`src/rtl/branch_pc_unit.sv`:
```
// Program-counter stage: holds PC, fetches over a req/ack handshake and selects
// the next PC (sequential, taken branch or jump). A fetch watchdog halts on a hung memory.
module branch_pc_unit #(
  parameter logic [31:0] RESET_PC = 32'h0000_0000,
  parameter int          TIMEOUT  = 16,
  parameter int          CNT_W    = 5
) (
  input  logic        clk_i,
  input  logic        rst_i,
  output logic        imem_req_o,
  output logic [31:0] imem_addr_o,
  input  logic        imem_ack_i,
  output logic        instr_valid_o,
  input  logic        branch_i,
  input  logic        zero_i,
  input  logic [31:0] shifted_offset_i,
  input  logic        jump_i,
  input  logic [25:0] jump_target_i,
  input  logic        halt_i,
  output logic [31:0] pc_o,
  output logic [31:0] pc_plus4_o,
  output logic        halted_o,
  output logic        err_o
);

  typedef enum logic [1:0] {
    S_IDLE  = 2'd0,
    S_FETCH = 2'd1,
    S_EXEC  = 2'd2,
    S_HALT  = 2'd3
  } state_t;

  localparam logic [CNT_W-1:0] CNT_LAST = CNT_W'(TIMEOUT - 1);

  state_t           r_state, w_state_nxt;
  logic [31:0]      r_pc;
  logic [CNT_W-1:0] r_cnt, w_cnt_nxt;
  logic             r_err;
  logic             w_err_set;
  logic             w_pc_load;
  logic [31:0]      w_pc_plus4;
  logic [31:0]      w_br_target;
  logic [31:0]      w_jmp_target;
  logic [31:0]      w_next_pc;
  logic             w_unused_ofs;

  // Offset low bits are forced to zero so the PC can never lose word alignment.
  assign w_unused_ofs = ^shifted_offset_i[1:0];

  always_comb begin
    w_pc_plus4   = r_pc + 32'd4;
    w_br_target  = w_pc_plus4 + {shifted_offset_i[31:2], 2'b00};
    w_jmp_target = {w_pc_plus4[31:28], jump_target_i, 2'b00};
    if (jump_i)
      w_next_pc = w_jmp_target;
    else if (branch_i && zero_i)
      w_next_pc = w_br_target;
    else
      w_next_pc = w_pc_plus4;
  end

  always_comb begin
    w_state_nxt = r_state;
    w_cnt_nxt   = r_cnt;
    w_err_set   = 1'b0;
    w_pc_load   = 1'b0;
    case (r_state)
      S_IDLE: begin
        w_state_nxt = S_FETCH;
        w_cnt_nxt   = '0;
      end
      S_FETCH: begin
        if (imem_ack_i) begin
          w_state_nxt = S_EXEC;
          w_cnt_nxt   = '0;
        end else if (r_cnt == CNT_LAST) begin
          // Memory never answered: park in HALT with the sticky error raised.
          w_state_nxt = S_HALT;
          w_err_set   = 1'b1;
        end else begin
          w_cnt_nxt = r_cnt + 1'b1;
        end
      end
      S_EXEC: begin
        w_pc_load   = 1'b1;
        w_state_nxt = halt_i ? S_HALT : S_FETCH;
      end
      S_HALT:  w_state_nxt = S_HALT;
      default: w_state_nxt = S_IDLE;
    endcase
  end

  always_ff @(posedge clk_i or negedge rst_i) begin
    if (!rst_i) begin
      r_state <= S_IDLE;
      r_pc    <= RESET_PC;
      r_cnt   <= '0;
      r_err   <= 1'b0;
    end else begin
      r_state <= w_state_nxt;
      r_cnt   <= w_cnt_nxt;
      if (w_pc_load) r_pc  <= w_next_pc;
      if (w_err_set) r_err <= 1'b1;
    end
  end

  assign imem_req_o    = (r_state == S_FETCH);
  assign instr_valid_o = (r_state == S_EXEC);
  assign halted_o      = (r_state == S_HALT);
  assign imem_addr_o   = r_pc;
  assign pc_o          = r_pc;
  assign pc_plus4_o    = w_pc_plus4;
  assign err_o         = r_err;

endmodule

```
`config.mk`:
```
export PLATFORM = sky130hd
export DESIGN_NAME = branch_pc_unit
export DESIGN_NICKNAME = d
export VERILOG_FILES = /design/src/rtl/branch_pc_unit.sv
export SDC_FILE = /design/constraint.sdc
export NUM_CORES = 1
export LEC_CHECK = 0
export ABC_AREA = 1
export CAP_MARGIN = 15
export CORE_MARGIN = 3
export CORE_UTILIZATION = 35
export DETAILED_ROUTE_END_ITERATION = 16
export SYNTH_ARGS = -nofsm -noshare
export SYNTH_HDL_FRONTEND = slang
export SYNTH_SLANG_ARGS = --single-unit
```
`constraint.sdc`:
```
create_clock -name clk_i -period 7.1 [get_ports clk_i]
set_input_delay 2.13 -clock clk_i [delete_from_list [all_inputs] [get_ports clk_i]]
set_output_delay 2.13 -clock clk_i [all_outputs]
set_load 0.02 [all_outputs]
```
Word level (Yosys, flattened, before mapping)
Index checks and enable logic that the tools add are counted.
{"block": "op_classes", "addsub": 3, "n_eq_ne": 6, "muxes": 13, "reduce_logical": 4}
{"operator": "32-bit 2-to-1 mux", "count": 2}
{"operator": "32-bit by 3-bit adder with 32-bit output, second input constant", "count": 1}
{"operator": "32-bit adder", "count": 1}
{"operator": "5-bit 2-to-1 mux", "count": 2}
{"operator": "5-bit one-hot mux with 2 select lines", "count": 1}
{"operator": "2-bit one-hot mux with 4 select lines", "count": 1}
{"operator": "2-bit 2-to-1 mux", "count": 3}
{"operator": "5-bit by 1-bit adder with 5-bit output, second input constant", "count": 1}
{"operator": "5-bit by 4-bit == test with 1-bit output, second input constant", "count": 1}
{"operator": "2-bit == test, second input constant", "count": 2}
{"operator": "1-bit 2-to-1 mux", "count": 4}
{"operator": "3-bit by 1-bit inequality test with 1-bit output, second input constant", "count": 1}
{"operator": "3-bit inequality test, second input constant", "count": 1}
{"operator": "2-bit by 1-bit == test with 1-bit output, second input constant", "count": 1}
{"operator": "2-bit logical NOT", "count": 1}
{"operator": "2-bit AND reduction", "count": 1}
{"operator": "2-bit nonzero test", "count": 1}
{"operator": "1-bit logical AND", "count": 1}
{"block": "word_totals", "reg_bits": 40, "input_bits": 65, "output_inout_bits": 100, "wordCells": 30}

Longest topological paths before layout
Gate-level depths: netlist (run 1).
{"block": "logic_depth", "word_depth": 4, "mapped_depth": 25, "mapped_depth_nobuf": 25}

Least setup slack after synthesis (run 1)
OpenSTA, ideal clock, no wires.
{"block": "synth_timing", "path_kind": "reg-to-output", "from": "register r_pc[2], in the netlist imem_addr_o[2]", "to": "output pc_plus4_o[14]", "arrival_ps": 1692, "required_time_ps": 4970, "path_slack_ps": 3278, "stages_incl_launch_ff": 7, "n_path_buf": 0, "path_cell_list": "dfrtp_1 > ha_1 > inv_1 > nor2_2 > inv_1 > nor2_2 > xor2_1"}
{"block": "synth_via", "elab_chain_cells": 1}
{"element": "from (decl)", "line_no": "36", "rtl": "logic [31:0] r_pc;"}
{"element": "from (signal assigned)", "line_no": "102", "rtl": "if (w_pc_load) r_pc <= w_next_pc;"}
{"element": "32-bit by 3-bit adder with 32-bit output", "line_no": "51", "rtl": "w_pc_plus4 = r_pc + 32'd4;"}
{"element": "to (decl)", "line_no": "21", "rtl": "output logic [31:0] pc_plus4_o,"}
Every way passes these cells.

Final worst setup path (run 1)
{"block": "layout_timing", "from": "register r_pc[3], in the netlist imem_addr_o[3]", "to": "output pc_plus4_o[14]"}
The elaborated chain is that of the path after synthesis.

==> qor.yml, run 1 <==
status: "complete, no violations"
drt-pass1-iter-count: 5
fin_nets: 1181
grt_pass1_wl_um: 30100
peakVddDrop_uv: 152
dp_hpwl_um: 16400
antenna_found_initial: 0
maxCapViolCount: 0
rsz0062_at_grt: "false"
end_kind: "output port"
synth_cells: 954
wire_per_inst_um: 15.4
max_freq_mhz: 203
worstPathArrival_ns: 2.80
fin_tns_setup_ns: 0
cp_max_fo: 6
grtUsageMet1_pct: 32.8
finalInstanceArea_mm2: 0.00711
period_share_pct: 69.5
final_common_cell: "nand2_1"
start_util_pct: 36.6
grtUsageTotal_pct: 22.7
syn_area_per_cell_um2: 5.70
gr-total-overflow: 0
fp.dieH_um: 131
syn_area_mm2: 0.00544
diodes: 0
stdcell_count: 1262
use_met2_pct: 37.6
place_congestion: 0.917
top_usage_layer: "met2"
critical_path_class: "reg -> out"
grt_max_degree: 39
ant_nets: 0
maxSlewHeadroom_pct: 27.4
clock-sinks: 38
static-leakage-power_nw: 3.67
clock_skew_ns: 0.00266
cellPowerDensity_mw_per_mm2: 398
cts_hold_buf: 0
io_buffer_count: 156
wl_um: 19500
drt_iter0_drc: 457
numCtsBuffers: 5
met3_usage_pct: 1.02
post-place-cells: 1254
synthArstFlopShare_pct: 100
grt_pass1_vias: 5719
ys_seq_elements: 38
io_pins: 165
post-route-drc-count: 0
min_period_ns: 4.93
hp-class: "reg -> reg"
vias_per_cell: 4.88
clock_latency_ns: 0.29
area_growth_pct: 30.7
fp.dieW_um: 131
vias: 6158
layout_common_cells: "314 x nand2_1, 158 x inv_1, 155 x clkdlybuf4s50_1"
placed_cell_area_mm2: 0.00695
cts_tree: "built"
clk_pin_slew_ns: 0.06
cts_buffer_depth: 2
dieArea_mm2: 0.0171
setup_viol: 0
htree_levels: 2
tightestPinTransition_ns: 1.09
slew_viol_final: 0
cts-resized-gates: 0
cp.required_ns: 4.97
final_layout_size_suffix_gt1_share_pct: 4.64
core_mm2: 0.0149
synth.distinct_cells: 42
synth-edff-count: 0
num_rows: 44
ys_seq_area_share_pct: 17.5
postCtsSetupRepairBufs: 0
cts_root_buf: "clkbuf_16"
ys_warn_count: 0
hold_violations: 0
start_kind: "flip-flop"
ys.flop_type: "dfrtp_1"
-- stage by stage --
stage          setup slack [ns]  hold WS (ns)  utilization [%]  power, mW
6_report                   2.17         0.472             47.8       2.83
5_1_grt                    2.06         0.502             47.8       3.09
4_1_cts                    2.20         0.477             47.8       2.83
3_5_place_dp               2.51         0.463             46.7       2.56
3_3_place_gp               2.55         0.455             46.7       2.56
2_1_floorplan              3.28         0.471                -       1.80
-- Yosys cell counts, types with 5 or more instances --
library cell  number  area (um2)
nand2_1          314        1180
inv_1            158         593
nor2_1           109         409
nand3_1           61         305
a21oi_1           45         225
dfrtp_1           38         951
ha_1              38         475
buf_4             37         278
o21ai_0           33         165
xor2_1            20         175
nand4_1           11        68.8
clkbuf_1           7        26.3
nor3_1             7        35.0
o21ai_1            7        35.0
inv_2              6        22.5
nand2_2            6        37.5
nor2_2             6        37.5
nor2_4             5        56.3
-- layout make-up --
cell class | instances | area [um2]
well taps | 184 | 230
flip-flops and latches | 38 | 951
inverters | 164 | 616
multi-input cells | 709 | 3570
clock inverters | 3 | 40.0
clock buffers | 5 | 125
repair buffers | 159 | 1580
fillers | 1617 | 7750
-- worst paths after layout --
check                                from              end  slack, ns  cells past startpoint
setup reg to reg           imem_addr_o[3]  imem_addr_o[26]       3.48                     18
hold / removal                      err_o            err_o       0.47                      1
setup / recovery           imem_addr_o[3]   pc_plus4_o[14]       2.17                      7
hold reg to reg                     err_o            err_o       0.47                      1
min in group asynchronous           rst_i   imem_addr_o[5]       1.96                      1
max in group asynchronous           rst_i       r_state[1]       4.58                      1
-- report_power, final --
group | switching (mW) | internal, mW
Clock | 0.0928 | 0.164
Combinational | 1.30 | 0.827
Sequential | 0.153 | 0.294
Total | 1.54 | 1.29
-- worst max-delay path, cell delays in order (launching register included) --
cell and delay (ns):
dfrtp_1 0.47, ha_1 0.29, inv_1 0.10, nor2_2 0.20
inv_1 0.10, nor2_2 0.20, xor2_1 0.44, clkdlybuf4s50_1 0.70
-- sequential cells by signal, summed over array words and instances, names as in the netlist --
signal and count:
r_cnt 5, err_o 1, r_state 2, imem_addr_o 30
-- layer usage --
metal,part of all wire [%],vias up
met2,45,208
met1,48,2744
met3,5.7,19
met5,0,-
li1,-,3187
met4,1.5,0
-- logic make-up after synthesis --
family                   synth area share (%)
flip-flops                               17.5
buffers and inverters                    17.3
AND/OR/NAND/NOR                          41.2
AO/OA/AOI/OAI                            11.5
other                                  0.0689
XOR/XNOR                                 3.38
adder cells (fa/ha/maj)                  9.11
Note: power is estimated with default switching activity, not from simulation.
==> run 2, diff against run 1 <==
==> constraint.sdc (replaced) <==
create_clock -name clk_i -period 4.7 [get_ports clk_i]
set_input_delay 1.41 -clock clk_i [delete_from_list [all_inputs] [get_ports clk_i]]
set_output_delay 1.41 -clock clk_i [all_outputs]
set_load 0.02 [all_outputs]
==> run 2 against run 1 <==
Effect of this change:
- sequential share of layout area hardly changed
- first-iteration DRC count is 47% higher
- critical path type unchanged
- critical path depth stayed put
- via count is 1.3% higher
- routed wire length is 1.7% higher
- critical endpoint unchanged
- clock-buffer cell count stayed put
==> qor.yml, run 2 (synthesized netlist as in run 1, its figures left out) <==
max_freq_mhz: 239
clock_skew_ns: 0.00269  # +0.0000332 ns
cts-resized-gates: 0  # unchanged
hold_start: "err_o"
tightestPinTransition_ns: 0.875  # -0.214 ns
slew_viol_final: 0  # unchanged
rsz0062_at_grt: "false"
cp_max_fo: 6  # unchanged
start_util_pct: 36.6  # unchanged
routed-wl-met2_um: 9050  # +2.9%
grt_pass1_wl_um: 30500  # +1.4%
final_common_cell: "nand2_1"
diodes: 0  # unchanged
hp-class: "reg -> reg"
peakVddDrop_uv: 191  # +26%
cts_root_buf: "clkbuf_16"
reg2reg_from: "imem_addr_o[3]"
whs_endpoint: "err_o"
postCtsSetupRepairBufs: 0  # unchanged
cp.required_ns: 3.29  # -1.68 ns
grtUsageTotal_pct: 23.1  # +0.43 points
cts_tree: "built"
dieArea_mm2: 0.0171  # unchanged
period_share_pct: 88.9
wire_per_inst_um: 15.7  # +1.4%
post-route-drc-count: 0  # unchanged
hold_violations: 0  # unchanged
pwr-share-seq_pct: 15.6  # -0.2 points
num_rows: 44  # unchanged
clock-sinks: 38  # unchanged
maxSlewHeadroom_pct: 41.7  # +14 points
io_buffer_count: 156  # unchanged
layout_common_cells: "314 x nand2_1, 158 x inv_1, 155 x clkdlybuf4s50_1"
hold_slack_ns: 0.465  # -0.00632 ns
r2r_slack_ns: 1.22  # -2.26 ns
p_int_mw: 1.94  # +51%
grt_pass1_vias: 5755  # +0.63%
hold_depth: 1  # unchanged
p_switching_mw: 2.36  # +53%
vias_per_cell: 4.93  # +1.0%
antenna_found_initial: 0  # unchanged
cts_buffer_depth: 2  # unchanged
reg2reg_depth: 19  # +1
start_kind: "flip-flop"
area_growth_pct: 31.1
clkPwrFrac_pct: 9.1  # about the same
fin_tns_setup_ns: 0  # unchanged
numCtsBuffers: 5  # unchanged
cellPowerDensity_mw_per_mm2: 603  # +52%
dp_hpwl_um: 16600  # +0.95%
min_period_ns: 4.18
fp.dieW_um: 131  # unchanged
wl_met1_um: 9520  # +2.8%
final_layout_size_suffix_gt1_share_pct: 4.90  # +0.26 points
r2r-end: "imem_addr_o[26]"
status: "complete, no violations"
worstPathArrival_ns: 2.77  # -0.03 ns
place_congestion: 0.909  # -0.88%
htree_levels: 2  # unchanged
vias: 6236  # +1.3%
switching_share_pct: 54.8  # +0.24 points
clk_pin_slew_ns: 0.06  # about the same
ant_nets: 0  # unchanged
wl_um: 19800  # +1.7%
grt_max_degree: 39  # unchanged
end_kind: "output port"
critical_path_class: "reg -> out"
setup_viol: 0  # unchanged
maxCapViolCount: 0  # unchanged
routed-wl-met3_um: 1070  # -3.7%
totalPowerFinal_mw: 4.30  # +52%
largest_reg_flops: 30  # unchanged
power_frac_comb_pct: 75.2  # about the same
fp.dieH_um: 131  # unchanged
core_mm2: 0.0149  # unchanged
static-leakage-power_nw: 3.69  # +0.39%
fin_nets: 1184  # +0.25%
gr-total-overflow: 0  # unchanged
io_pins: 165  # unchanged
dr.max_layer_used: "met4"
drt_iter0_drc: 670  # +47%
clock_latency_ns: 0.29  # about the same
cts_hold_buf: 0  # unchanged
drt-pass1-iter-count: 5  # unchanged
run 2: worst max path at each step:
stage                   start              to  slack, ns  depth (start not counted)
4_1_cts        imem_addr_o[3]  pc_plus4_o[14]       0.55                          7
6_report       imem_addr_o[3]  pc_plus4_o[14]       0.52                          7
5_1_grt        imem_addr_o[3]  pc_plus4_o[16]       0.42                          9
3_3_place_gp   imem_addr_o[2]  pc_plus4_o[14]       0.86                          7
3_5_place_dp   imem_addr_o[2]  pc_plus4_o[14]       0.86                          7
2_1_floorplan  imem_addr_o[2]  pc_plus4_o[14]       1.60                          6
run 2: cell type report:
cell class	instances	area, um2
clock buffers	5	125
well taps	184	230
flip-flops and latches	38	951
multi-input cells	709	3570
fillers	1590	7730
clock inverters	3	40.0
repair buffers	162	1600
inverters	164	616
run 2: per-stage QoR:
stage | area, um2 | worst slack, ns | util [%] | instances
floorplan | 5460 | 1.60 | - | 959
global placement | 6970 | 0.860 | 46.9 | 1257
detailed placement | 6970 | 0.857 | 46.9 | 1257
CTS | 7130 | 0.546 | 48.0 | 1265
global route | 7130 | 0.425 | 48.0 | 1265
finish | 7130 | 0.521 | 48.0 | 1265
run 2: power groups by stage:
stage | Sequential (mW) | Clock [mW] | Combinational (mW)
after detailed placement | 0.675 | 0 | 3.20
final | 0.672 | 0.393 | 3.24
after global placement | 0.672 | 0 | 3.19
after global routing | 0.698 | 0.407 | 3.56
after CTS | 0.671 | 0.391 | 3.21
after floorplan | 0.747 | 0 | 1.98
run 2: critical path, stage by stage, from the launching register on:
cell and delay [ns]:
dfrtp_1 0.46, ha_1 0.28, inv_1 0.10, nor2_2 0.20, inv_1 0.10, nor2_2 0.21
xor2_1 0.43, clkdlybuf4s50_1 0.70
run 2: routing by layer:
metal	vias to the layer above	global-route usage (%)
met5	-	0
met4	0	3.51
met3	11	1.06
met2	210	38.6
met1	2830	33.7
li1	3185	-
==> run 3, diff against run 2 <==
--- a/config.mk
+++ b/config.mk
@@ -8,8 +8,9 @@
 export ABC_AREA = 1
 export CAP_MARGIN = 15
 export CORE_MARGIN = 3
-export CORE_UTILIZATION = 35
+export CORE_UTILIZATION = 43
 export DETAILED_ROUTE_END_ITERATION = 16
+export PLACE_DENSITY = 0.74
 export SYNTH_ARGS = -nofsm -noshare
 export SYNTH_HDL_FRONTEND = slang
 export SYNTH_SLANG_ARGS = --single-unit
==> run 3 against run 2 <==
Effect of this change:
- critical path depth increased by 2
- sequential power is 0.9% lower
- clock power down 6.9%
- clock skew is 0.0027 ns higher
- clock-buffer cell count is 3 higher
- routed wire length fell by 6.8%
- utilization grew 10 points
- sequential share of layout area barely moved
- cell area is 0.26% lower
- die area is 18% lower
- critical endpoint is now pc_plus4_o[16]
- largest cell class unchanged
- highest routed layer unchanged
==> qor.yml, run 3 (synthesized netlist as in run 1, its figures left out) <==
status: "complete, no violations"
crit_chain: "ha_1 -> inv_1 -> nor2_2 -> nand2_2 -> nor2_4 -> nand3_1 -> xor2_1 -> inv_1 -> clkdlybuf4s50_1"
path_delay_family: "buffers and inverters"
num_rows: 40  # -9.1%
grt_pass1_wl_um: 29500  # -3.1%
hold_violations: 0  # unchanged
start_kind: "flip-flop"
final_layout_size_suffix_gt1_share_pct: 4.90  # unchanged
period_share_pct: 87.4  # -1.5 points
worstPathArrival_ns: 2.70  # -0.07 ns
cellPowerDensity_mw_per_mm2: 596  # -1.1%
min_period_ns: 4.11  # -0.0705 ns
antenna_found_initial: 0  # unchanged
maxCapViolCount: 0  # unchanged
layout_common_cells: "314 x nand2_1, 158 x inv_1, 155 x clkdlybuf4s50_1"
vias: 6273  # +0.59%
placed_cell_area_mm2: 0.00695  # -0.29%
final_common_cell: "nand2_1"
cts_root_buf: "clkbuf_16"
grtUsageTotal_pct: 26.0  # +2.9 points
maxSlewHeadroom_pct: 43.5  # +1.8 points
cp_common_cell: "inv_1"
largest_reg_flops: 30  # unchanged
cts_tree: "built"
slowest_delay_ns: 0.56  # -0.14 ns
tightestPinTransition_ns: 0.847  # -0.0274 ns
ant_nets: 0  # unchanged
area_growth_pct: 30.8
clk_pin_slew_ns: 0.06  # about the same
grt_pass1_vias: 5805  # +0.87%
slew_viol_final: 0  # unchanged
numCtsBuffers: 5  # unchanged
htree_levels: 2  # unchanged
diodes: 0  # unchanged
end_kind: "output port"
post-route-drc-count: 0  # unchanged
max_freq_mhz: 243  # +1.7%
wl_um: 18400  # -6.8%
fp.dieW_um: 118  # -9.3%
drt-pass1-iter-count: 5  # unchanged
fp.dieH_um: 118  # -9.3%
clock_latency_ns: 0.28  # about the same
fin_tns_setup_ns: 0  # unchanged
fin_nets: 1184  # unchanged
grt_max_degree: 39  # unchanged
peakVddDrop_uv: 289  # +51%
cts_buffer_depth: 2  # unchanged
core_mm2: 0.0122  # -18%
place_congestion: 0.934  # +2.8%
clock-sinks: 38  # unchanged
multi_input_area_mm2: 0.00357  # unchanged
cp_max_fo: 7  # +1
slowest_stage: "clkdlybuf4s50_1"
drt_iter0_drc: 459  # -31%
post-place-cells: 1241  # -1.3%
stdcell_count: 1249  # -1.3%
dp_hpwl_um: 15600  # -5.9%
num-fill-cells: 1260  # -21%
hp-class: "reg -> reg"
vias_per_cell: 5.02  # +1.9%
rsz0062_at_grt: "false"
wire_per_inst_um: 14.8  # -5.6%
cts_hold_buf: 0  # unchanged
postCtsSetupRepairBufs: 0  # unchanged
setup_viol: 0  # unchanged
dieArea_mm2: 0.0140  # -18%
io_pins: 165  # unchanged
ff_latch_area_um2: 951  # unchanged
critical_path_class: "reg -> out"
clock_skew_ns: 0.00536  # +0.00267 ns
io_buffer_count: 156  # unchanged
gr-total-overflow: 0  # unchanged
finalInstanceArea_mm2: 0.00711  # -0.26%
worst-path-buf-inv: 3  # unchanged
static-leakage-power_nw: 3.68  # about the same
cts-resized-gates: 0  # unchanged
cp.required_ns: 3.29  # about the same
start_util_pct: 44.5  # +7.9 points
## run 3: through the flow
stage | util, % | worst slack, ns | hold WS (ns) | total power [mW]
finish | 58.3 | 0.591 | 0.473 | 4.24
global route | 58.3 | 0.427 | 0.502 | 4.60
CTS | 58.3 | 0.627 | 0.475 | 4.22
detailed placement | 56.9 | 0.908 | 0.463 | 3.83
global placement | 56.9 | 0.896 | 0.453 | 3.81
floorplan | - | 1.60 | 0.471 | 2.73
## run 3: worst register-to-register path, stage by stage (launching register included)
cell     delay, ns
dfrtp_1       0.45
ha_1          0.30
inv_1         0.11
nor2_2        0.20
nand2_2       0.11
nor2_4        0.14
nand3_1       0.13
xor2_1        0.32
inv_1         0.10
ha_1          0.37
nand2_1       0.11
nor2_1        0.11
inv_1         0.10
nor3_1        0.30
nand3_1       0.16
nand4_1       0.11
nand3_1       0.11
nand2_1       0.09
nand2_1       0.05
## run 3: layout make-up
cell class / count / share of cell area [%]
inverters: 164 / 8.65
well taps: 168 / 2.95
repair buffers: 162 / 22.5
clock buffers: 8 / 2.34
multi-input cells: 709 / 50.2
flip-flops and latches: 38 / 13.4
## run 3: power by group
part | internal [mW] | leakage (nW) | switching [mW]
Clock | 0.240 | 0.0832 | 0.126
Sequential | 0.444 | 0.441 | 0.222
Combinational | 1.25 | 3.16 | 1.96
Total | 1.94 | 3.68 | 2.30
## run 3: metal layers
layer  part of all wire, %  wire length, um  GRT usage (%)
met5                     0                0              0
met4                   2.3              433           6.81
met3                   8.0             1470           2.34
met2                    46             8450           43.8
met1                    44             8100           35.9
## run 3: worst paths after layout
path                           startpoint               to  slack [ns]  cells after the start
max in group asynchronous           rst_i  imem_addr_o[18]        2.93                      1
max reg2reg                imem_addr_o[2]  imem_addr_o[26]        1.22                     18
min reg2reg                         err_o            err_o        0.47                      1
min in group asynchronous           rst_i   imem_addr_o[2]        1.23                      1
min                                 err_o            err_o        0.47                      1
max                        imem_addr_o[2]   pc_plus4_o[16]        0.59                      9
